<file path="config.mk">
export PLATFORM = sky130hd
export DESIGN_NAME = load_store_unit
export DESIGN_NICKNAME = d
export VERILOG_FILES = /design/src/rtl/load_store_unit.sv
export SDC_FILE = /design/constraint.sdc
export NUM_CORES = 1
export LEC_CHECK = 0
export CAP_MARGIN = 10
export CELL_PAD_IN_SITES_DETAIL_PLACEMENT = 0
export CELL_PAD_IN_SITES_GLOBAL_PLACEMENT = 2
export CORE_MARGIN = 2
export CORE_UTILIZATION = 27
export CTS_BUF_LIST = sky130_fd_sc_hd__clkbuf_8 sky130_fd_sc_hd__clkbuf_16
export DETAILED_ROUTE_END_ITERATION = 7
export PLACE_DENSITY_LB_ADDON = 0.1
export RECOVER_POWER = 50
export SLEW_MARGIN = 20
export SYNTH_ARGS = -nofsm -noshare
export SYNTH_HDL_FRONTEND = slang
export SYNTH_SLANG_ARGS = --single-unit
export TNS_END_PERCENT = 30
</file>
<file path="constraint.sdc">
create_clock -name clk -period 2.1 [get_ports clk]
set_input_delay 0.21 -clock clk [delete_from_list [all_inputs] [get_ports clk]]
set_output_delay 0.21 -clock clk [all_outputs]
set_load 0.01 [all_outputs]
</file>
<file path="src/rtl/load_store_unit.sv">
// Load/store unit: accepts one memory operation at a time from the core,
// drives a single-outstanding data-memory request and writes load results
// back to the register file.
//
// Ports:
//   clk, reset          clock, asynchronous active-low reset
//   req_valid/req_ready operation handshake (ready only while idle)
//   req_is_store        1 = store, 0 = load
//   req_funct3          LB/SB=0, LH/SH=1, LW/SW=2, LBU=4, LHU=5
//   req_addr, req_wdata byte address, right-aligned store data
//   req_rd              load destination register
//   stall               core must hold its PC
//   mem_req ... mem_be  registered data-memory request
//   mem_ack, mem_rdata  data-memory response
//   rf_we/waddr/wdata   registered register-file write port
//   err                 one-cycle pulse: misaligned, illegal funct3 or timeout
module load_store_unit #(
    parameter int unsigned ACK_TIMEOUT = 64
) (
    input  logic        clk,
    input  logic        reset,
    input  logic        req_valid,
    output logic        req_ready,
    input  logic        req_is_store,
    input  logic [2:0]  req_funct3,
    input  logic [31:0] req_addr,
    input  logic [31:0] req_wdata,
    input  logic [4:0]  req_rd,
    output logic        stall,
    output logic        mem_req,
    output logic        mem_we,
    output logic [31:0] mem_addr,
    output logic [31:0] mem_wdata,
    output logic [3:0]  mem_be,
    input  logic        mem_ack,
    input  logic [31:0] mem_rdata,
    output logic        rf_we,
    output logic [4:0]  rf_waddr,
    output logic [31:0] rf_wdata,
    output logic        err
);

    localparam int unsigned CntW = $clog2(ACK_TIMEOUT + 1);
    localparam logic [CntW-1:0] CntLast = CntW'(ACK_TIMEOUT - 1);

    typedef enum logic [1:0] {StIdle, StReq, StWb} state_e;

    state_e          state;
    logic [CntW-1:0] wait_cnt;
    logic [2:0]      op_funct3;
    logic [1:0]      op_off;
    logic [4:0]      op_rd;

    logic        req_legal;
    logic [3:0]  req_be;
    logic [31:0] req_wdata_rep;
    logic [31:0] lane;
    logic [31:0] load_data;

    assign req_ready = (state == StIdle);
    assign stall     = (state != StIdle) | (req_valid & req_ready);

    // Legality: unsigned variants exist only for loads; halfwords need
    // 2-byte alignment, words 4-byte alignment.
    always_comb begin
        req_legal = 1'b0;
        case (req_funct3)
            3'd0:    req_legal = 1'b1;
            3'd1:    req_legal = ~req_addr[0];
            3'd2:    req_legal = (req_addr[1:0] == 2'b00);
            3'd4:    req_legal = ~req_is_store;
            3'd5:    req_legal = ~req_is_store & ~req_addr[0];
            default: req_legal = 1'b0;
        endcase
    end

    // Byte enables and lane-replicated store data so any lane sees its byte.
    always_comb begin
        req_be        = 4'b1111;
        req_wdata_rep = req_wdata;
        case (req_funct3[1:0])
            2'd0: begin
                req_be        = 4'b0001 << req_addr[1:0];
                req_wdata_rep = {4{req_wdata[7:0]}};
            end
            2'd1: begin
                req_be        = 4'b0011 << req_addr[1:0];
                req_wdata_rep = {2{req_wdata[15:0]}};
            end
            default: begin
                req_be        = 4'b1111;
                req_wdata_rep = req_wdata;
            end
        endcase
    end

    // Right-align the addressed lane, then extend per access type.
    assign lane = mem_rdata >> {op_off, 3'b000};

    always_comb begin
        load_data = lane;
        case (op_funct3)
            3'd0:    load_data = {{24{lane[7]}}, lane[7:0]};
            3'd1:    load_data = {{16{lane[15]}}, lane[15:0]};
            3'd4:    load_data = {24'b0, lane[7:0]};
            3'd5:    load_data = {16'b0, lane[15:0]};
            default: load_data = lane;
        endcase
    end

    always_ff @(posedge clk or negedge reset) begin
        if (!reset) begin
            state     <= StIdle;
            wait_cnt  <= '0;
            op_funct3 <= 3'd0;
            op_off    <= 2'd0;
            op_rd     <= 5'd0;
            mem_req   <= 1'b0;
            mem_we    <= 1'b0;
            mem_addr  <= 32'd0;
            mem_wdata <= 32'd0;
            mem_be    <= 4'd0;
            rf_we     <= 1'b0;
            rf_waddr  <= 5'd0;
            rf_wdata  <= 32'd0;
            err       <= 1'b0;
        end else begin
            err   <= 1'b0;
            rf_we <= 1'b0;
            case (state)
                StIdle: begin
                    if (req_valid) begin
                        if (req_legal) begin
                            state     <= StReq;
                            wait_cnt  <= '0;
                            mem_req   <= 1'b1;
                            mem_we    <= req_is_store;
                            mem_addr  <= {req_addr[31:2], 2'b00};
                            mem_be    <= req_be;
                            mem_wdata <= req_wdata_rep;
                            op_funct3 <= req_funct3;
                            op_off    <= req_addr[1:0];
                            op_rd     <= req_rd;
                        end else begin
                            err <= 1'b1;
                        end
                    end
                end
                StReq: begin
                    // Ack is tested first so it wins over a coinciding timeout.
                    if (mem_ack) begin
                        mem_req <= 1'b0;
                        if (mem_we) begin
                            state <= StIdle;
                        end else begin
                            state    <= StWb;
                            rf_we    <= (op_rd != 5'd0);
                            rf_waddr <= op_rd;
                            rf_wdata <= load_data;
                        end
                    end else if (wait_cnt == CntLast) begin
                        mem_req <= 1'b0;
                        err     <= 1'b1;
                        state   <= StIdle;
                    end else begin
                        // Never passes CntLast, so it cannot wrap.
                        wait_cnt <= wait_cnt + 1'b1;
                    end
                end
                StWb: begin
                    state <= StIdle;
                end
                default: begin
                    state <= StIdle;
                end
            endcase
        end
    end

endmodule

</file>
==> results of run 1 <==
-- Yosys cell counts, drive strengths merged, types with 2 or more instances --
cell type / instances / share of area
o31ai: 2 / 0.0025
a211o: 2 / 0.0030
nand2: 65 / 0.041
nor2b: 4 / 0.0047
nor2: 40 / 0.025
nand3: 20 / 0.017
mux2: 56 / 0.13
dfrtp: 126 / 0.53
clkbuf: 12 / 0.0076
and3: 2 / 0.0021
nand3b: 2 / 0.0025
and2: 7 / 0.0074
mux2i: 41 / 0.070
a221o: 9 / 0.015
a21oi: 27 / 0.023
o211ai: 2 / 0.0034
o31a: 2 / 0.0030
nor3b: 3 / 0.0047
a21o: 2 / 0.0025
o21ai: 46 / 0.040
nor3: 3 / 0.0025
inv: 5 / 0.0032
or2: 3 / 0.0032
buf: 20 / 0.024
-- final cells by class --
class	count	area [sq um]	share of cell area
flip-flops and latches	126	3150	0.348
multi-input cells	353	2530	0.280
repair buffers	251	2430	0.269
clock buffers	17	425	0.0470
well taps	280	350	0.0387
clock inverters	15	140	0.0155
inverters	5	18.8	0.00207
-- registers in the layout (all words and copies together), names as in the netlist --
register   cells
err            1
mem_addr      30
mem_be         4
mem_req        1
mem_wdata     32
mem_we         1
op_funct3      3
op_off         2
op_rd          5
rf_waddr       5
rf_wdata      32
rf_we          1
state          2
wait_cnt       7
-- kinds of logic (layout without fill, tap and decap cells) --
logic type | Yosys count | after routing | synth area share
other cells | 1 | 2 | 0.000636
compound gates | 100 | 100 | 0.106
flops | 126 | 126 | 0.535
simple gates | 152 | 152 | 0.116
buf+inv | 37 | 288 | 0.0348
mux | 98 | 98 | 0.206
fa+ha+maj | 1 | 1 | 0.00212
-- metal layers --
layer | GRT usage | wire length, um
met5 | 0 | 0
met4 | 0.0507 | 265
met3 | 0.0456 | 1040
met2 | 0.271 | 8890
met1 | 0.198 | 7790
-- stage by stage --
| step | instance area, sq um | total power, mW | hold slack [ns] | setup WS (ns) | cells |
|---|---|---|---|---|---|
| after floorplan | 5900 | 5.79 | -0.0856 | 0.440 | 516 |
| after global placement | 8520 | 8.21 | 0.172 | 0.0535 | 1014 |
| after detailed placement | 8520 | 8.24 | 0.176 | 0.0103 | 1014 |
| after CTS | 9100 | 11.2 | 0.315 | 0.0603 | 1047 |
| after global routing | 9050 | 11.5 | 0.395 | 0.0208 | 1047 |
| final | 9050 | 10.8 | 0.414 | 0.132 | 1047 |
-- worst max-delay path by stage --
stage               cells after the start           end  slack (ns)          from
floorplan                               4  rf_wdata[23]        0.44  op_funct3[0]
global placement                        5  mem_wdata[0]        0.05   req_addr[0]
detailed placement                      5  mem_wdata[3]        0.01   req_addr[0]
CTS                                     2     req_ready        0.06      state[1]
global route                            5  mem_wdata[6]        0.02   req_addr[0]
finish                                  5  mem_wdata[6]        0.13   req_addr[0]
-- critical path: stages --
cell	delay [ns]
clkdlybuf4s50_1	0.57
a221oi_1	0.14
o211ai_1	0.49
clkbuf_2	0.48
mux2_1	0.36
-- cells in the final DEF, fill, tap and decap left out, types with 4 or more instances in the layout --
master and instances:
a221o_1 9, o21ai_1 30, clkbuf_2 4, mux2_1 14, and2_1 7, nor2_1 40
clkinvlp_4 4, dlygate4sd3_1 40, clkdlybuf4s50_1 177, dfrtp_1 126, nand3_1 20, mux2i_1 41
nand2_1 65, o21ai_0 15, nor2b_1 4, inv_1 4, clkbuf_16 17, a21oi_1 27
buf_4 28, mux2_4 41
-- what timing repair did --
action | in CTS | in global routing
hold buffers | 1 | 0
hold endpoints to repair | 41 | 0
buffers inserted | 0 | 0
-- power by group through the flow --
| stage | sequential (mW) | combinational [mW] | clock, mW |
|---|---|---|---|
| 2_1_floorplan | 4.21 | 1.58 | 0 |
| 3_3_place_gp | 3.97 | 4.23 | 0 |
| 3_5_place_dp | 3.97 | 4.27 | 0 |
| 4_1_cts | 3.96 | 4.28 | 2.93 |
| 5_1_grt | 4.08 | 4.42 | 3.04 |
| 6_report | 3.93 | 4.07 | 2.83 |
==> impl_metrics.tcl, run 1 <==
set metrics [dict create \
    finalSetupTns_ns 0 \
    synth_edf_count 0 \
    grt_pass1_wl_um 29200 \
    r2r_start "state[1]" \
    power_switching_share 0.320 \
    grt_setup_unrepaired "no" \
    routed_wl_um 18000 \
    cp_max_fo 17 \
    ys.flop_type "dfrtp_1" \
    clk_path_buf_depth 2 \
    critPathCaptureType "flop" \
    ys_seq_elements 126 \
    root_buffer "clkbuf_16" \
    min_period_over_period 0.937 \
    holdPathStages 2 \
    clock_latency_ns 0.41 \
    die_h_um 152 \
    cts_buffers 17 \
    yosysUniqueCellTypes 49 \
    status "finished clean" \
    fin_util 0.419 \
    cts_tree "built" \
    drc_errors 0 \
    p_leak_nw 4.13 \
    drt_first_pass_iters 4 \
    arrival_ns 2.26 \
    cts.clk_slew.worst_paths_ns 0.07 \
    start_kind "primary input" \
    h-tree-depth 4 \
    reg2reg_depth 6 \
    synth.yosys.seq_area_share 0.535 \
    initial_core_util 0.273 \
    switching_power_mw 3.47 \
    hold_class "primary input to flop" \
    rows 54 \
    hpwl_um 13500 \
    die_area_sq_um 23000 \
    pwr-share-comb 0.376 \
    drtAntennaViolNets 0 \
    wl_per_cell_um 17.2 \
    fp.dieW_um 152 \
    cts_resized 0 \
    clkPwrFrac 0.261 \
    hold_end "mem_addr[8]" \
    min_period_ns 1.97 \
    drive_above_1_share 0.153 \
    crit_type "primary input to flop" \
    ir_worst_vdd_mv 0.434 \
    io_pins 220 \
    drv_slew 0 \
    hold_start "req_addr[8]" \
    diodes 0 \
    power.density_nw_per_um2 1200 \
    internal_power_mw 7.35 \
    setup_viol 0 \
    yosysWarningCount 0 \
    gr-total-overflow 0 \
    cts_sinks 126 \
    syn_to_final_growth_pct 53.5 \
    syn_inst 515 \
    avgSynthCellArea_sq_um 11.5 \
    viasPerCell 4.54 \
    tightest_slew_ns 1.19 \
    num-nets-final 864 \
    antenna_found_initial 0 \
    critical_path_required_ns 2.39 \
    ys_async_sr_fraction 1.00 \
    via_count 4750 \
    core-area_sq_um 21600 \
    max-slew-margin-rel 0.204 \
    r2r_slack_ns 0.17 \
    synth_area_sq_um 5900 \
    hold_viol 0 \
    track_usage 0.160 \
    numPortBuffers 217 \
    seq_power_share 0.363 \
    place.gp.congestion 0.775 \
    drt_iter0_markers 306 \
    skew_ns 0.00801 \
    first_global_vias 5160 \
    grt_max_degree 55 \
    cap_violations 0 \
    nFillCells 2124 \
    rr_endpoint "rf_wdata[27]" \
    max_freq_mhz 508 \
]
Power figures use the tool's default switching activity.
==> run 2, diff against run 1 <==
--- a/config.mk
+++ b/config.mk
@@ -14,6 +14,7 @@
 export DETAILED_ROUTE_END_ITERATION = 7
 export PLACE_DENSITY_LB_ADDON = 0.1
 export RECOVER_POWER = 50
+export REMOVE_ABC_BUFFERS = 1
 export SLEW_MARGIN = 20
 export SYNTH_ARGS = -nofsm -noshare
 export SYNTH_HDL_FRONTEND = slang
==> run 2 against run 1 <==
Effect of this change: cell count shrank 0.48%; wire length down 2.5%; clock power up 3%; clock-buffer cell count rose by 2; sequential power about the same; setup slack got worse by 0.017 ns; worst hold slack lost 0.0023 ns; fmax is 0.87% lower; combinational power about the same; sequential share of layout area fell by 0.22 points.
==> impl_metrics.tcl, run 2 (synthesis results as in run 1) <==
set metrics [dict create \
    drtAntennaViolNets 0 \
    power.density_nw_per_um2 1200 \
    clk_path_buf_depth 2 \
    hold_class "primary input to flop" \
    io_pins 220 \
    grt_max_degree 127 \
    min_period_ns 1.98 \
    critPathCaptureType "primary output" \
    fin_util 0.421 \
    finalSetupTns_ns 0 \
    root_buffer "clkbuf_16" \
    place.gp.congestion 0.753 \
    antenna_found_initial 0 \
    drt_iter0_markers 199 \
    core-area_sq_um 21600 \
    arrival_ns 1.77 \
    wl_per_cell_um 16.8 \
    rows 54 \
    max-slew-margin-rel 0.169 \
    layout_commonest_cell "clkdlybuf4s50_1" \
    start_kind "flop" \
    hold_viol 0 \
    min_period_over_period 0.945 \
    reg.largest.list "mem_wdata (32), rf_wdata (32), mem_addr (30)" \
    skew_ns 0.0126 \
    drive_above_1_share 0.144 \
    cts_tree "built" \
    hpwl_um 12600 \
    status "finished clean" \
    via_count 4709 \
    h-tree-depth 4 \
    timing.hold.ws_ns 0.411 \
    grt_pass1_wl_um 28100 \
    slowest_delay_ns 0.61 \
    drt_first_pass_iters 4 \
    syn_to_final_growth_pct 54.5 \
    diodes 0 \
    die_area_sq_um 23000 \
    stdcell_area_sq_um 9110 \
    num-nets-final 861 \
    cap_violations 0 \
    max_freq_mhz 504 \
    crit_path_top_delay_cell "clkdlybuf4s50_1" \
    first_global_vias 5033 \
    track_usage 0.155 \
    fp.dieW_um 152 \
    numPortBuffers 217 \
    critPathTopFamily "buffers and inverters" \
    power.total_mw 10.9 \
    grt_setup_unrepaired "no" \
    initial_core_util 0.273 \
    crit_type "flop to primary output" \
    final_cell_mix "169 x clkdlybuf4s50_1, 126 x dfrtp_1, 65 x nand2_1" \
    cts_setup_buffers 0 \
    setup_viol 0 \
    critPathBufInv 1 \
    die_h_um 152 \
    drv_slew 0 \
    routed_wl_um 17500 \
    cts_resized 0 \
    path_cells "nor2_1 > clkdlybuf4s50_1" \
    cp_max_fo 4 \
    clock_latency_ns 0.41 \
    viasPerCell 4.52 \
    tightest_slew_ns 1.25 \
    cts_sinks 126 \
    p_leak_nw 4.17 \
    gr-total-overflow 0 \
    drc_errors 0 \
    nFillCells 2098 \
    cts.clk_slew.worst_paths_ns 0.05 \
    critical_path_required_ns 1.89 \
    ir_worst_vdd_mv 0.487 \
    cts_buffers 17 \
    place_area_sq_um 8540 \
]
run 2: cell types whose count changed in the layout (fill, tap and decap cells not counted), moves of 5 or more:
cell and delta:
o21ai_0 -6, buf_4 -5, dlygate4sd3_1 +8, clkdlybuf4s50_1 -8
o21ai_1 +6
run 2: metal layers:
metal,wire length [um],GRT usage,vias to the layer above
li1,-,-,2276
met1,8050,0.201,2246
met2,7600,0.229,169
met3,1640,0.0687,18
met4,253,0.0530,0
met5,0,0,-
run 2: final cells by class:
| type | count | area (sq um) | area share |
|---|---|---|---|
| repair buffers | 248 | 2450 | 0.269 |
| flip-flops and latches | 126 | 3150 | 0.346 |
| clock buffers | 19 | 453 | 0.0497 |
| clock inverters | 11 | 128 | 0.0140 |
| well taps | 280 | 350 | 0.0385 |
| inverters | 5 | 18.8 | 0.00206 |
| multi-input cells | 353 | 2550 | 0.280 |
run 2: worst reg2reg max path: cells and delay by family (launching register included):
kind / cells / cell delay (ns)
AND/OR/NAND/NOR: 3 / 1.16
AO/OA/AOI/OAI: 1 / 0.27
flip-flops: 1 / 0.41
run 2: per-stage QoR:
step,setup slack (ns),instances
2_1_floorplan,-1.81,484
3_3_place_gp,0.0391,1011
3_5_place_dp,-0.0197,1011
4_1_cts,0.0733,1042
5_1_grt,0.00844,1042
6_report,0.115,1042
run 2: timing repair:
| item | in CTS | in global routing |
|---|---|---|
| endpoints found under the hold margin | 126 | 0 |
| setup endpoints to repair | 0 | 0 |
| hold buffers | 1 | 0 |
run 2: power breakdown:
group	internal, mW	total, mW	switching [mW]
Combinational	2.39	4.09	1.70
Sequential	3.33	3.91	0.586
Clock	1.89	2.91	1.02
Total	7.60	10.9	3.31
run 2: path summary, 6_finish.rpt:
kind / start / endpoint / slack, ns / cells after the start
min in group asynchronous: reset / wait_cnt[4] / 0.78 / 3
worst max register to register: state[1] / rf_wdata[27] / 0.20 / 4
worst min-delay path: req_addr[21] / mem_addr[21] / 0.41 / 2
worst min register to register: rf_waddr[2] / rf_waddr[2] / 0.47 / 2
worst max-delay path: state[1] / req_ready / 0.12 / 2
max in group asynchronous: reset / mem_wdata[10] / 0.40 / 3
==> run 3, diff against run 2 <==
--- a/config.mk
+++ b/config.mk
@@ -5,6 +5,7 @@
 export SDC_FILE = /design/constraint.sdc
 export NUM_CORES = 1
 export LEC_CHECK = 0
+export ABC_CLOCK_PERIOD_IN_PS = 2100
 export CAP_MARGIN = 10
 export CELL_PAD_IN_SITES_DETAIL_PLACEMENT = 0
 export CELL_PAD_IN_SITES_GLOBAL_PLACEMENT = 2
==> results of run 3 <==
The final DEF is identical to that of run 2; final timing and power are the same.
